File: src/rtl/mul_div_unit_if.sv
// -----------------------------------------------------------------------------
// mul_div_unit_if
// Request/response bundle between an issuing pipeline stage and mul_div_unit.
//   Start      : request, sampled only while the unit is not busy
//   Kill       : abort whatever is in flight (pipeline flush)
//   SrcA/SrcB  : operands (multiplicand/dividend, multiplier/divisor)
//   Operation  : funct3 code, 000 MUL .. 111 REMU
//   Busy       : operation in flight, new Start ignored
//   Done       : one-cycle pulse, MDResult valid
//   MDResult   : result, held until the next accepted Start completes
// The issuing side uses the master modport, the arithmetic unit the slave one.
// -----------------------------------------------------------------------------
interface mul_div_unit_if #(
  parameter int DATA_WIDTH = 32
);
  logic                  Start;
  logic                  Kill;
  logic [DATA_WIDTH-1:0] SrcA;
  logic [DATA_WIDTH-1:0] SrcB;
  logic [2:0]            Operation;
  logic                  Busy;
  logic                  Done;
  logic [DATA_WIDTH-1:0] MDResult;

  modport master (
    output Start, Kill, SrcA, SrcB, Operation,
    input  Busy, Done, MDResult
  );

  modport slave (
    input  Start, Kill, SrcA, SrcB, Operation,
    output Busy, Done, MDResult
  );
endinterface

File: src/rtl/mul_div_unit.sv
// -----------------------------------------------------------------------------
// mul_div_unit
// Iterative RISC-V M-extension style multiply/divide unit.
//   - Multiply: shift-add on operand magnitudes, one multiplier bit per cycle.
//   - Divide:   restoring division on operand magnitudes, one quotient bit per
//               cycle. Signs are applied when the result is written.
//   - Divide-by-zero and signed overflow take a one-cycle fast path.
// Ports:
//   clk   : single clock, rising edge
//   reset : asynchronous, active-high
//   bus   : mul_div_unit_if.slave (Start, Kill, SrcA, SrcB, Operation in;
//           Busy, Done, MDResult out)
// Busy/Done/MDResult are all driven straight from registers.
// -----------------------------------------------------------------------------
module mul_div_unit #(
  parameter int DATA_WIDTH    = 32,
  parameter int OPCODE_LENGTH = 3
) (
  input logic            clk,
  input logic            reset,
  mul_div_unit_if.slave  bus
);

  localparam int W     = DATA_WIDTH;
  localparam int CNT_W = $clog2(DATA_WIDTH) + 1;

  localparam logic [CNT_W-1:0] LAST_ITER = CNT_W'(DATA_WIDTH - 1);
  localparam logic [CNT_W-1:0] CNT_ONE   = {{(CNT_W-1){1'b0}}, 1'b1};
  localparam logic [W-1:0]     MOST_NEG  = {1'b1, {(W-1){1'b0}}};
  localparam logic [W-1:0]     ALL_ONES  = {W{1'b1}};
  localparam logic [W-1:0]     ALL_ZERO  = {W{1'b0}};

  localparam logic [OPCODE_LENGTH-1:0] OP_MUL    = 3'b000;
  localparam logic [OPCODE_LENGTH-1:0] OP_MULH   = 3'b001;
  localparam logic [OPCODE_LENGTH-1:0] OP_MULHSU = 3'b010;
  localparam logic [OPCODE_LENGTH-1:0] OP_MULHU  = 3'b011;
  localparam logic [OPCODE_LENGTH-1:0] OP_DIV    = 3'b100;
  localparam logic [OPCODE_LENGTH-1:0] OP_DIVU   = 3'b101;
  localparam logic [OPCODE_LENGTH-1:0] OP_REM    = 3'b110;
  localparam logic [OPCODE_LENGTH-1:0] OP_REMU   = 3'b111;

  typedef enum logic [1:0] {
    IDLE    = 2'b00,
    MUL_RUN = 2'b01,
    DIV_RUN = 2'b10,
    FINISH  = 2'b11
  } state_t;

  // Architectural state
  state_t                     state_q,  state_d;
  logic [CNT_W-1:0]           cnt_q,    cnt_d;
  logic [OPCODE_LENGTH-1:0]   op_q,     op_d;
  logic                       neg_q,    neg_d;   // negate final result
  logic [W-1:0]               opb_q,    opb_d;   // multiplicand or divisor magnitude
  logic [2*W-1:0]             acc_q,    acc_d;   // {hi, lo} working register
  logic [W-1:0]               res_q,    res_d;
  logic                       busy_q,   busy_d;
  logic                       done_q,   done_d;

  // Accept-time operand decode
  logic                       accept;
  logic                       sgn_a, sgn_b;
  logic                       neg_a, neg_b;
  logic [W-1:0]               a_use, b_use;
  logic                       res_neg;
  logic                       div_zero, div_ovf;

  // Iteration datapath
  logic [W:0]                 mul_sum;
  logic [2*W-1:0]             mul_next;
  logic [W:0]                 div_shift;
  logic [W+1:0]               div_diff;
  logic [2*W-1:0]             div_next;
  logic [2*W-1:0]             prod_fin;
  logic [W-1:0]               quo_raw, rem_raw;
  logic [W-1:0]               fin_res;
  logic                       unused_diff_bit;

  // A request is only taken when idle or finishing; Kill always wins.
  assign accept = ((state_q == IDLE) || (state_q == FINISH)) && bus.Start && !bus.Kill;

  // Decode signedness of the incoming request and build operand magnitudes.
  always_comb begin
    sgn_a = 1'b0;
    sgn_b = 1'b0;
    case (bus.Operation)
      OP_MULH, OP_DIV, OP_REM: begin
        sgn_a = 1'b1;
        sgn_b = 1'b1;
      end
      OP_MULHSU: begin
        sgn_a = 1'b1;
        sgn_b = 1'b0;
      end
      default: begin
        sgn_a = 1'b0;
        sgn_b = 1'b0;
      end
    endcase
    neg_a = sgn_a & bus.SrcA[W-1];
    neg_b = sgn_b & bus.SrcB[W-1];
    a_use = neg_a ? -bus.SrcA : bus.SrcA;
    b_use = neg_b ? -bus.SrcB : bus.SrcB;
    // Remainder follows the dividend sign; everything else is sign(A) xor sign(B).
    res_neg  = (bus.Operation == OP_REM) ? neg_a : (neg_a ^ neg_b);
    div_zero = bus.Operation[2] && (bus.SrcB == ALL_ZERO);
    // Only the signed forms (DIV, REM) have bit 0 clear.
    div_ovf  = bus.Operation[2] && !bus.Operation[0] &&
               (bus.SrcA == MOST_NEG) && (bus.SrcB == ALL_ONES);
  end

  // One shift-add step (hi += lo[0] ? mcand : 0, then shift right) and one
  // restoring-division step (shift remainder left, trial subtract).
  always_comb begin
    mul_sum   = {1'b0, acc_q[2*W-1:W]} + (acc_q[0] ? {1'b0, opb_q} : {(W+1){1'b0}});
    mul_next  = {mul_sum, acc_q[W-1:1]};
    div_shift = {acc_q[2*W-1:W], acc_q[W-1]};
    div_diff  = {1'b0, div_shift} - {2'b00, opb_q};
    if (div_diff[W+1]) begin
      div_next = {div_shift[W-1:0], acc_q[W-2:0], 1'b0};
    end else begin
      div_next = {div_diff[W-1:0], acc_q[W-2:0], 1'b1};
    end
    // After a successful subtraction the remainder is below the divisor, so this bit is zero.
    unused_diff_bit = div_diff[W];
  end

  // Sign correction and half selection for the value written on the last iteration.
  always_comb begin
    prod_fin = neg_q ? -mul_next : mul_next;
    quo_raw  = div_next[W-1:0];
    rem_raw  = div_next[2*W-1:W];
    case (op_q)
      OP_MUL:                      fin_res = prod_fin[W-1:0];
      OP_MULH, OP_MULHSU, OP_MULHU: fin_res = prod_fin[2*W-1:W];
      OP_DIV, OP_DIVU:             fin_res = neg_q ? -quo_raw : quo_raw;
      OP_REM, OP_REMU:             fin_res = neg_q ? -rem_raw : rem_raw;
      default:                     fin_res = ALL_ZERO;
    endcase
  end

  // Next-state logic for the control FSM and datapath registers.
  always_comb begin
    state_d = state_q;
    cnt_d   = cnt_q;
    op_d    = op_q;
    neg_d   = neg_q;
    opb_d   = opb_q;
    acc_d   = acc_q;
    res_d   = res_q;

    if (bus.Kill) begin
      // Flush: drop the operation, leave the last result untouched.
      state_d = IDLE;
      cnt_d   = {CNT_W{1'b0}};
    end else begin
      case (state_q)
        IDLE, FINISH: begin
          if (accept) begin
            op_d  = bus.Operation;
            neg_d = res_neg;
            cnt_d = {CNT_W{1'b0}};
            if (bus.Operation[2]) begin
              opb_d = b_use;
              acc_d = {ALL_ZERO, a_use};
            end else begin
              opb_d = a_use;
              acc_d = {ALL_ZERO, b_use};
            end
            if (div_zero) begin
              state_d = FINISH;
              res_d   = bus.Operation[1] ? bus.SrcA : ALL_ONES;
            end else if (div_ovf) begin
              state_d = FINISH;
              res_d   = bus.Operation[1] ? ALL_ZERO : bus.SrcA;
            end else if (bus.Operation[2]) begin
              state_d = DIV_RUN;
            end else begin
              state_d = MUL_RUN;
            end
          end else begin
            state_d = IDLE;
          end
        end
        MUL_RUN: begin
          acc_d = mul_next;
          cnt_d = cnt_q + CNT_ONE;
          if (cnt_q == LAST_ITER) begin
            state_d = FINISH;
            res_d   = fin_res;
          end else begin
            state_d = MUL_RUN;
          end
        end
        DIV_RUN: begin
          acc_d = div_next;
          cnt_d = cnt_q + CNT_ONE;
          if (cnt_q == LAST_ITER) begin
            state_d = FINISH;
            res_d   = fin_res;
          end else begin
            state_d = DIV_RUN;
          end
        end
        default: begin
          state_d = IDLE;
        end
      endcase
    end

    busy_d = (state_d == MUL_RUN) || (state_d == DIV_RUN);
    done_d = (state_d == FINISH);
  end

  // State and datapath registers, cleared asynchronously by reset.
  always_ff @(posedge clk or posedge reset) begin
    if (reset) begin
      state_q <= IDLE;
      cnt_q   <= {CNT_W{1'b0}};
      op_q    <= {OPCODE_LENGTH{1'b0}};
      neg_q   <= 1'b0;
      opb_q   <= ALL_ZERO;
      acc_q   <= {2*W{1'b0}};
      res_q   <= ALL_ZERO;
      busy_q  <= 1'b0;
      done_q  <= 1'b0;
    end else begin
      state_q <= state_d;
      cnt_q   <= cnt_d;
      op_q    <= op_d;
      neg_q   <= neg_d;
      opb_q   <= opb_d;
      acc_q   <= acc_d;
      res_q   <= res_d;
      busy_q  <= busy_d;
      done_q  <= done_d;
    end
  end

  assign bus.Busy     = busy_q;
  assign bus.Done     = done_q;
  assign bus.MDResult = res_q;

endmodule

File: src/flat_wrapper.sv
// flat-port wrapper written by rule: the top's interface ports become plain ports
module mul_div_unit_flat 
#(
  parameter int DATA_WIDTH    = 32,
  parameter int OPCODE_LENGTH = 3
)
  (clk, reset, bus_Start, bus_Kill, bus_SrcA, bus_SrcB, bus_Operation, bus_Busy, bus_Done, bus_MDResult);
  mul_div_unit_if #(.DATA_WIDTH(DATA_WIDTH)) bus_i ();
  input logic clk;
  input logic reset;
  input wire logic [$bits(bus_i.Start)-1:0] bus_Start;
  input wire logic [$bits(bus_i.Kill)-1:0] bus_Kill;
  input wire logic [$bits(bus_i.SrcA)-1:0] bus_SrcA;
  input wire logic [$bits(bus_i.SrcB)-1:0] bus_SrcB;
  input wire logic [$bits(bus_i.Operation)-1:0] bus_Operation;
  output wire logic [$bits(bus_i.Busy)-1:0] bus_Busy;
  output wire logic [$bits(bus_i.Done)-1:0] bus_Done;
  output wire logic [$bits(bus_i.MDResult)-1:0] bus_MDResult;
  assign bus_i.Start = bus_Start;
  assign bus_i.Kill = bus_Kill;
  assign bus_i.SrcA = bus_SrcA;
  assign bus_i.SrcB = bus_SrcB;
  assign bus_i.Operation = bus_Operation;
  assign bus_Busy = bus_i.Busy;
  assign bus_Done = bus_i.Done;
  assign bus_MDResult = bus_i.MDResult;
  mul_div_unit #(.DATA_WIDTH(DATA_WIDTH), .OPCODE_LENGTH(OPCODE_LENGTH)) u_core (.clk(clk), .reset(reset), .bus(bus_i));
endmodule
File: config.mk
export PLATFORM = sky130hd
export DESIGN_NAME = mul_div_unit_flat
export DESIGN_NICKNAME = d
export VERILOG_FILES = /design/src/rtl/mul_div_unit_if.sv /design/src/rtl/mul_div_unit.sv /design/src/flat_wrapper.sv
export SDC_FILE = /design/constraint.sdc
export NUM_CORES = 1
export LEC_CHECK = 0
export CAP_MARGIN = 10
export CORE_UTILIZATION = 30
export CTS_CLUSTER_SIZE = 20
export DETAILED_ROUTE_END_ITERATION = 10
export GPL_TIMING_DRIVEN = 0
export SLEW_MARGIN = 20
export SYNTH_ARGS = -nofsm -noshare
export SYNTH_HDL_FRONTEND = slang
export SYNTH_SLANG_ARGS = --single-unit
File: constraint.sdc
create_clock -name clk -period 7.8 [get_ports clk]
set_clock_uncertainty 0.15 [all_clocks]
set_input_delay 1.95 -clock clk [delete_from_list [all_inputs] [get_ports clk]]
set_output_delay 1.95 -clock clk [all_outputs]
set_load 0.02 [all_outputs]
==> flow_results.org <==
** Cells and area
- In the final design database the tool counted roughly 2600 nets.
- Once layout is complete, the utilization of the core stands at 0.353.
- From synthesis to final layout, the design area changed by 15.5%.
- Layout cells sized above 1 :: 0.0417

** Job
- The tool flagged a number of max-cap violations equal to 0.

** Synthesis
- Number of enable flip-flop cells after synthesis :: 0
- For this run, the leading register cell type out of synthesis is sky130_fd_sc_hd__dfrtp_1.
- Count of state elements after synthesis :: 142
- Synthesized area divided by synthesized cell count :: 7.35 µm²
- Ys async rst share :: 1.00
- Synth top area share :: 0.210
- In the post-synthesis netlist, the biggest area contributors are sky130_fd_sc_hd__dfrtp_1 21%, sky130_fd_sc_hd__o21ai_0 6.9%, sky130_fd_sc_hd__ha_1 5.5%.
- The synthesized netlist contains just under 100 unique library cells.
- Cells after synthesis :: between 2000 and 2500
- Total number of yosys warnings :: 0
- Synth Cell Area :: between 15000 and 20000 µm²
- Syn_nets :: approximately 2500
- Of the synthesized area, sequential elements account for 0.210.
- sky130_fd_sc_hd__dfrtp_1 takes more of the synthesized area than any other cell.

** Floorplan
- The floorplan step defined a core boundary enclosing roughly 55000 µm².
- Number of top-level pins :: roughly 110
- Starting density of the core :: 0.306
- Cell row count :: 86
- Area of the die :: between 50000 and 60000 µm²
- The die is ~240 µm wide.
- Vertical die dimension :: roughly 240 µm

** Worst setup path
- STA classifies the critical path startpoint as a flip-flop.
- R2r endpoint :: u_core.bus.MDResult[26]$_DFFE_PP0P_
- The worst register-to-register path has a setup slack of 250 ps.
- Data required time at the worst endpoint :: 7960 ps
- Peak fanout along the critical path :: 10
- STA classifies the critical path endpoint as a flip-flop.
- Counting cells, the worst reg-to-reg path comes to 21.
- The startpoint identified for the worst register-to-register timing path is u_core.acc_q[31]$_DFFE_PP0P_.
- The worst setup path is of the flip-flop to flip-flop kind.
- At the worst endpoint, the arrival time is 7710 ps.

** STA
- Normalized max-slew margin :: 0.241
- Fmax :: 132 MHz
- RSZ-0062 raised after global routing :: false
- Number of hold violations in the final report :: 0
- Setup violations remaining at the end of the flow were counted as 0.
- Period utilisation layout :: 0.968
- The max-slew violation count was 0.
- For the pin with the worst max-slew slack, the measured transition is around 1100 ps.
- Final period demand of the worst path :: 7550 ps
- Smallest hold slack :: ~330 ps

** GRT
- Across every metal layer, demand over resource in global routing totals 0.293.
- Met1 layer usage reported by global route :: 0.386
- Initial antenna violation count :: 2
- Met3 Usage GRT :: 0.0558
- First-pass GRT wire length :: between 100000 and 150000 µm
- Number of global-route vias before repair :: about 18000
- Summed over all layers, the global routing overflow is 0.
- The global routing stage identified its most utilized layer as met2.
- In the global route stage, met2 resource usage came out at 0.465.
- Largest net degree at the start of global routing :: 96

** Power and ir drop
- LEAKAGE :: 7.63 nW
- Max IR drop VDD :: around 0.14 mV
- Cell area power density :: about 180 nW/µm²

** Detailed routing
- Initial DRC Count :: between 2000 and 2500
- Post-detailed-routing wire length :: between 80000 and 90000 µm
- The detailed router placed between 15000 and 20000 vias in this run.
- After detailed routing, the number of vias per cell comes to ~6.1.
- WL/cell :: ~27 µm
- The count of nets left with antenna violations once routing finished came out at 0.
- Final routed DRC violation total :: 0
- Number of detailed-route iterations in the first pass :: 6

** Placement
- The congestion estimate from routability-driven global placement came to between 1 and 1.5.
- Count of input and output buffers :: 101
- Dpl hpwl :: between 60000 and 70000 µm

** Min path
- The worst hold path belongs to the class flip-flop to flip-flop.
- Along the worst hold path, the cell count comes to 2.
- In this run the most critical hold path is launched from u_core.opb_q[8]$_DFFE_PP0P_.
- For hold timing, the worst endpoint is u_core.opb_q[8]$_DFFE_PP0P_.

** Clocking
- Clock latency on the worst-skew pair, taken at its later pin, is 460 ps.
- Buffers inserted during clock tree synthesis total 17.
- TritonCTS built the clock tree.
- The H-tree was split into 4 levels.
- Clock tree synthesis found a total of between 100 and 150 sinks.
- Counting along the longest clock path gives a buffer depth of 2.
- Clock-pin slew reported for the worst setup and hold paths after clock tree synthesis :: 70 ps
- Buffer type at the clock tree root :: sky130_fd_sc_hd__clkbuf_16

** Run status
- Outcome :: finished, final reports clean
-- power by group --
group | switching (mW) | internal (mW)
clock network | 0.402 | 0.456
logic | 1.31 | 0.576
registers | 0.0641 | 0.815
total | 1.77 | 1.85
-- metal layers --
metal | routed length [µm] | part of all wire
met4 | 3820 | 0.045
met2 | 38200 | 0.45
met1 | 35600 | 0.42
met3 | 7470 | 0.088
met5 | 0 | 0
-- timing repair --
item                                    CTS  global route
buffers inserted                          0             0
gates resized for setup                   0             4
endpoints found under the setup margin    0             5
hold endpoints to repair                  0             0
hold buffers                              0             0
-- synthesized netlist by cell type, types with 13 or more instances --
cell type                   instances
sky130_fd_sc_hd__mux2i_1           34
sky130_fd_sc_hd__or4_1             21
sky130_fd_sc_hd__o21ai_0          233
sky130_fd_sc_hd__inv_1             69
sky130_fd_sc_hd__xnor2_1          105
sky130_fd_sc_hd__nand2_1          243
sky130_fd_sc_hd__a211oi_1          32
sky130_fd_sc_hd__clkbuf_1         145
sky130_fd_sc_hd__maj3_1            21
sky130_fd_sc_hd__and3_1            18
sky130_fd_sc_hd__a21o_1            17
sky130_fd_sc_hd__o22ai_1           13
sky130_fd_sc_hd__or3_1             27
sky130_fd_sc_hd__a222oi_1          35
sky130_fd_sc_hd__nand3_1           38
sky130_fd_sc_hd__a2111oi_0         13
sky130_fd_sc_hd__o221ai_1          24
sky130_fd_sc_hd__nor3_1            44
sky130_fd_sc_hd__dfrtp_1          142
sky130_fd_sc_hd__xor2_1            89
sky130_fd_sc_hd__o21a_1            18
sky130_fd_sc_hd__o41ai_1           21
sky130_fd_sc_hd__and2_1            24
sky130_fd_sc_hd__or2_2             14
sky130_fd_sc_hd__a31oi_1           20
sky130_fd_sc_hd__o31ai_1           51
sky130_fd_sc_hd__nor2_1           213
sky130_fd_sc_hd__nand2b_1          13
sky130_fd_sc_hd__ha_1              74
sky130_fd_sc_hd__buf_1             15
sky130_fd_sc_hd__nor4_1            25
sky130_fd_sc_hd__nor2b_1           13
sky130_fd_sc_hd__o211ai_1          36
sky130_fd_sc_hd__a22oi_1           23
sky130_fd_sc_hd__nand4_1           31
sky130_fd_sc_hd__a21oi_1          180
-- worst max path at each step --
stage | start | endpoint | slack, ps | cells after the start
after floorplan | reset | u_core.acc_q[0]$_DFFE_PP0P_ | 1890 | 1
after global placement | reset | u_core.bus.MDResult[29]$_DFFE_PP0P_ | -240 | 2
after detailed placement | u_core.acc_q[31]$_DFFE_PP0P_ | u_core.bus.MDResult[26]$_DFFE_PP0P_ | 140 | 22
after CTS | u_core.acc_q[31]$_DFFE_PP0P_ | u_core.bus.MDResult[26]$_DFFE_PP0P_ | 100 | 22
after global routing | u_core.acc_q[31]$_DFFE_PP0P_ | u_core.bus.MDResult[26]$_DFFE_PP0P_ | 80 | 22
final | u_core.acc_q[31]$_DFFE_PP0P_ | u_core.bus.MDResult[26]$_DFFE_PP0P_ | 250 | 21
-- flip-flops by register name (all words and copies together) (netlist names) --
signal / cells
u_core.bus.MDResult: 32
u_core.bus.Busy: 1
u_core.state_q: 2
u_core.op_q: 3
u_core.acc_q: 64
u_core.cnt_q: 6
u_core.opb_q: 32
u_core.bus.Done: 1
u_core.neg_q: 1
-- cells by family after synthesis --
family                     count (synthesis)  share of synthesized area
AOI/OAI and AO/OA                        817                      0.320
and+or+nand+nor                          768                      0.219
buffers and inverters                    249                     0.0580
xor gates and xnor gates                 194                      0.100
DFF                                      142                      0.210
adders and majority gates                 97                     0.0694
muxes                                     40                     0.0241
-- stage by stage --
stage	area, µm²	total power, mW	cells	setup slack, ps	TNS [ps]
floorplan	17000	2.02	2307	1890	0
CTS	19600	3.56	3192	98.5	0
global placement	18900	2.69	3156	-242	-30370
detailed placement	19000	2.71	3160	139	0
global route	19600	3.77	3192	77.8	0
finish	19600	3.62	3193	246	0
-- layout make-up --
class	instances	area [µm²]
clock inverter	15	166
multi-input combinational	1916	12400
fill	5946	35800
sequential	142	3550
antenna	1	2.50
timing repair buffer	105	1060
tap	748	936
clock buffer	17	425
buffer	175	708
inverter	74	285
-- critical path, stage by stage, from the launching register on --
cell and delay (ps):
sky130_fd_sc_hd__dfrtp_1 320, sky130_fd_sc_hd__buf_4 180, sky130_fd_sc_hd__inv_1 60, sky130_fd_sc_hd__ha_1 220
sky130_fd_sc_hd__nor2b_1 240, sky130_fd_sc_hd__o2111ai_1 400, sky130_fd_sc_hd__a2111oi_4 840, sky130_fd_sc_hd__o21ai_1 410
sky130_fd_sc_hd__nand3_2 330, sky130_fd_sc_hd__clkbuf_2 420, sky130_fd_sc_hd__clkbuf_1 630, sky130_fd_sc_hd__nand2_1 100
sky130_fd_sc_hd__o21ai_0 130, sky130_fd_sc_hd__ha_1 290, sky130_fd_sc_hd__nand2_1 70, sky130_fd_sc_hd__nor4_1 550
sky130_fd_sc_hd__a31oi_1 320, sky130_fd_sc_hd__a211o_1 500, sky130_fd_sc_hd__o311ai_0 410, sky130_fd_sc_hd__a21oi_1 160
sky130_fd_sc_hd__a2111oi_0 500, sky130_fd_sc_hd__a21oi_1 160
-- cell usage in the layout (no fill, tap or decap), drive strengths merged, types with 29 or more instances in the layout --
master         instances
xnor2                105
o31ai                 51
xor2                  89
nor2                 213
a211oi                33
clkbuf               164
nand4                 31
a222oi                35
or3                   29
o21ai                235
ha                    74
nor3                  45
a21oi                181
clkdlybuf4s50        101
o211ai                36
mux2i                 34
nand2                243
inv                   80
buf                   30
nand3                 39
dfrtp                142
Power figures use the tool's default switching activity.
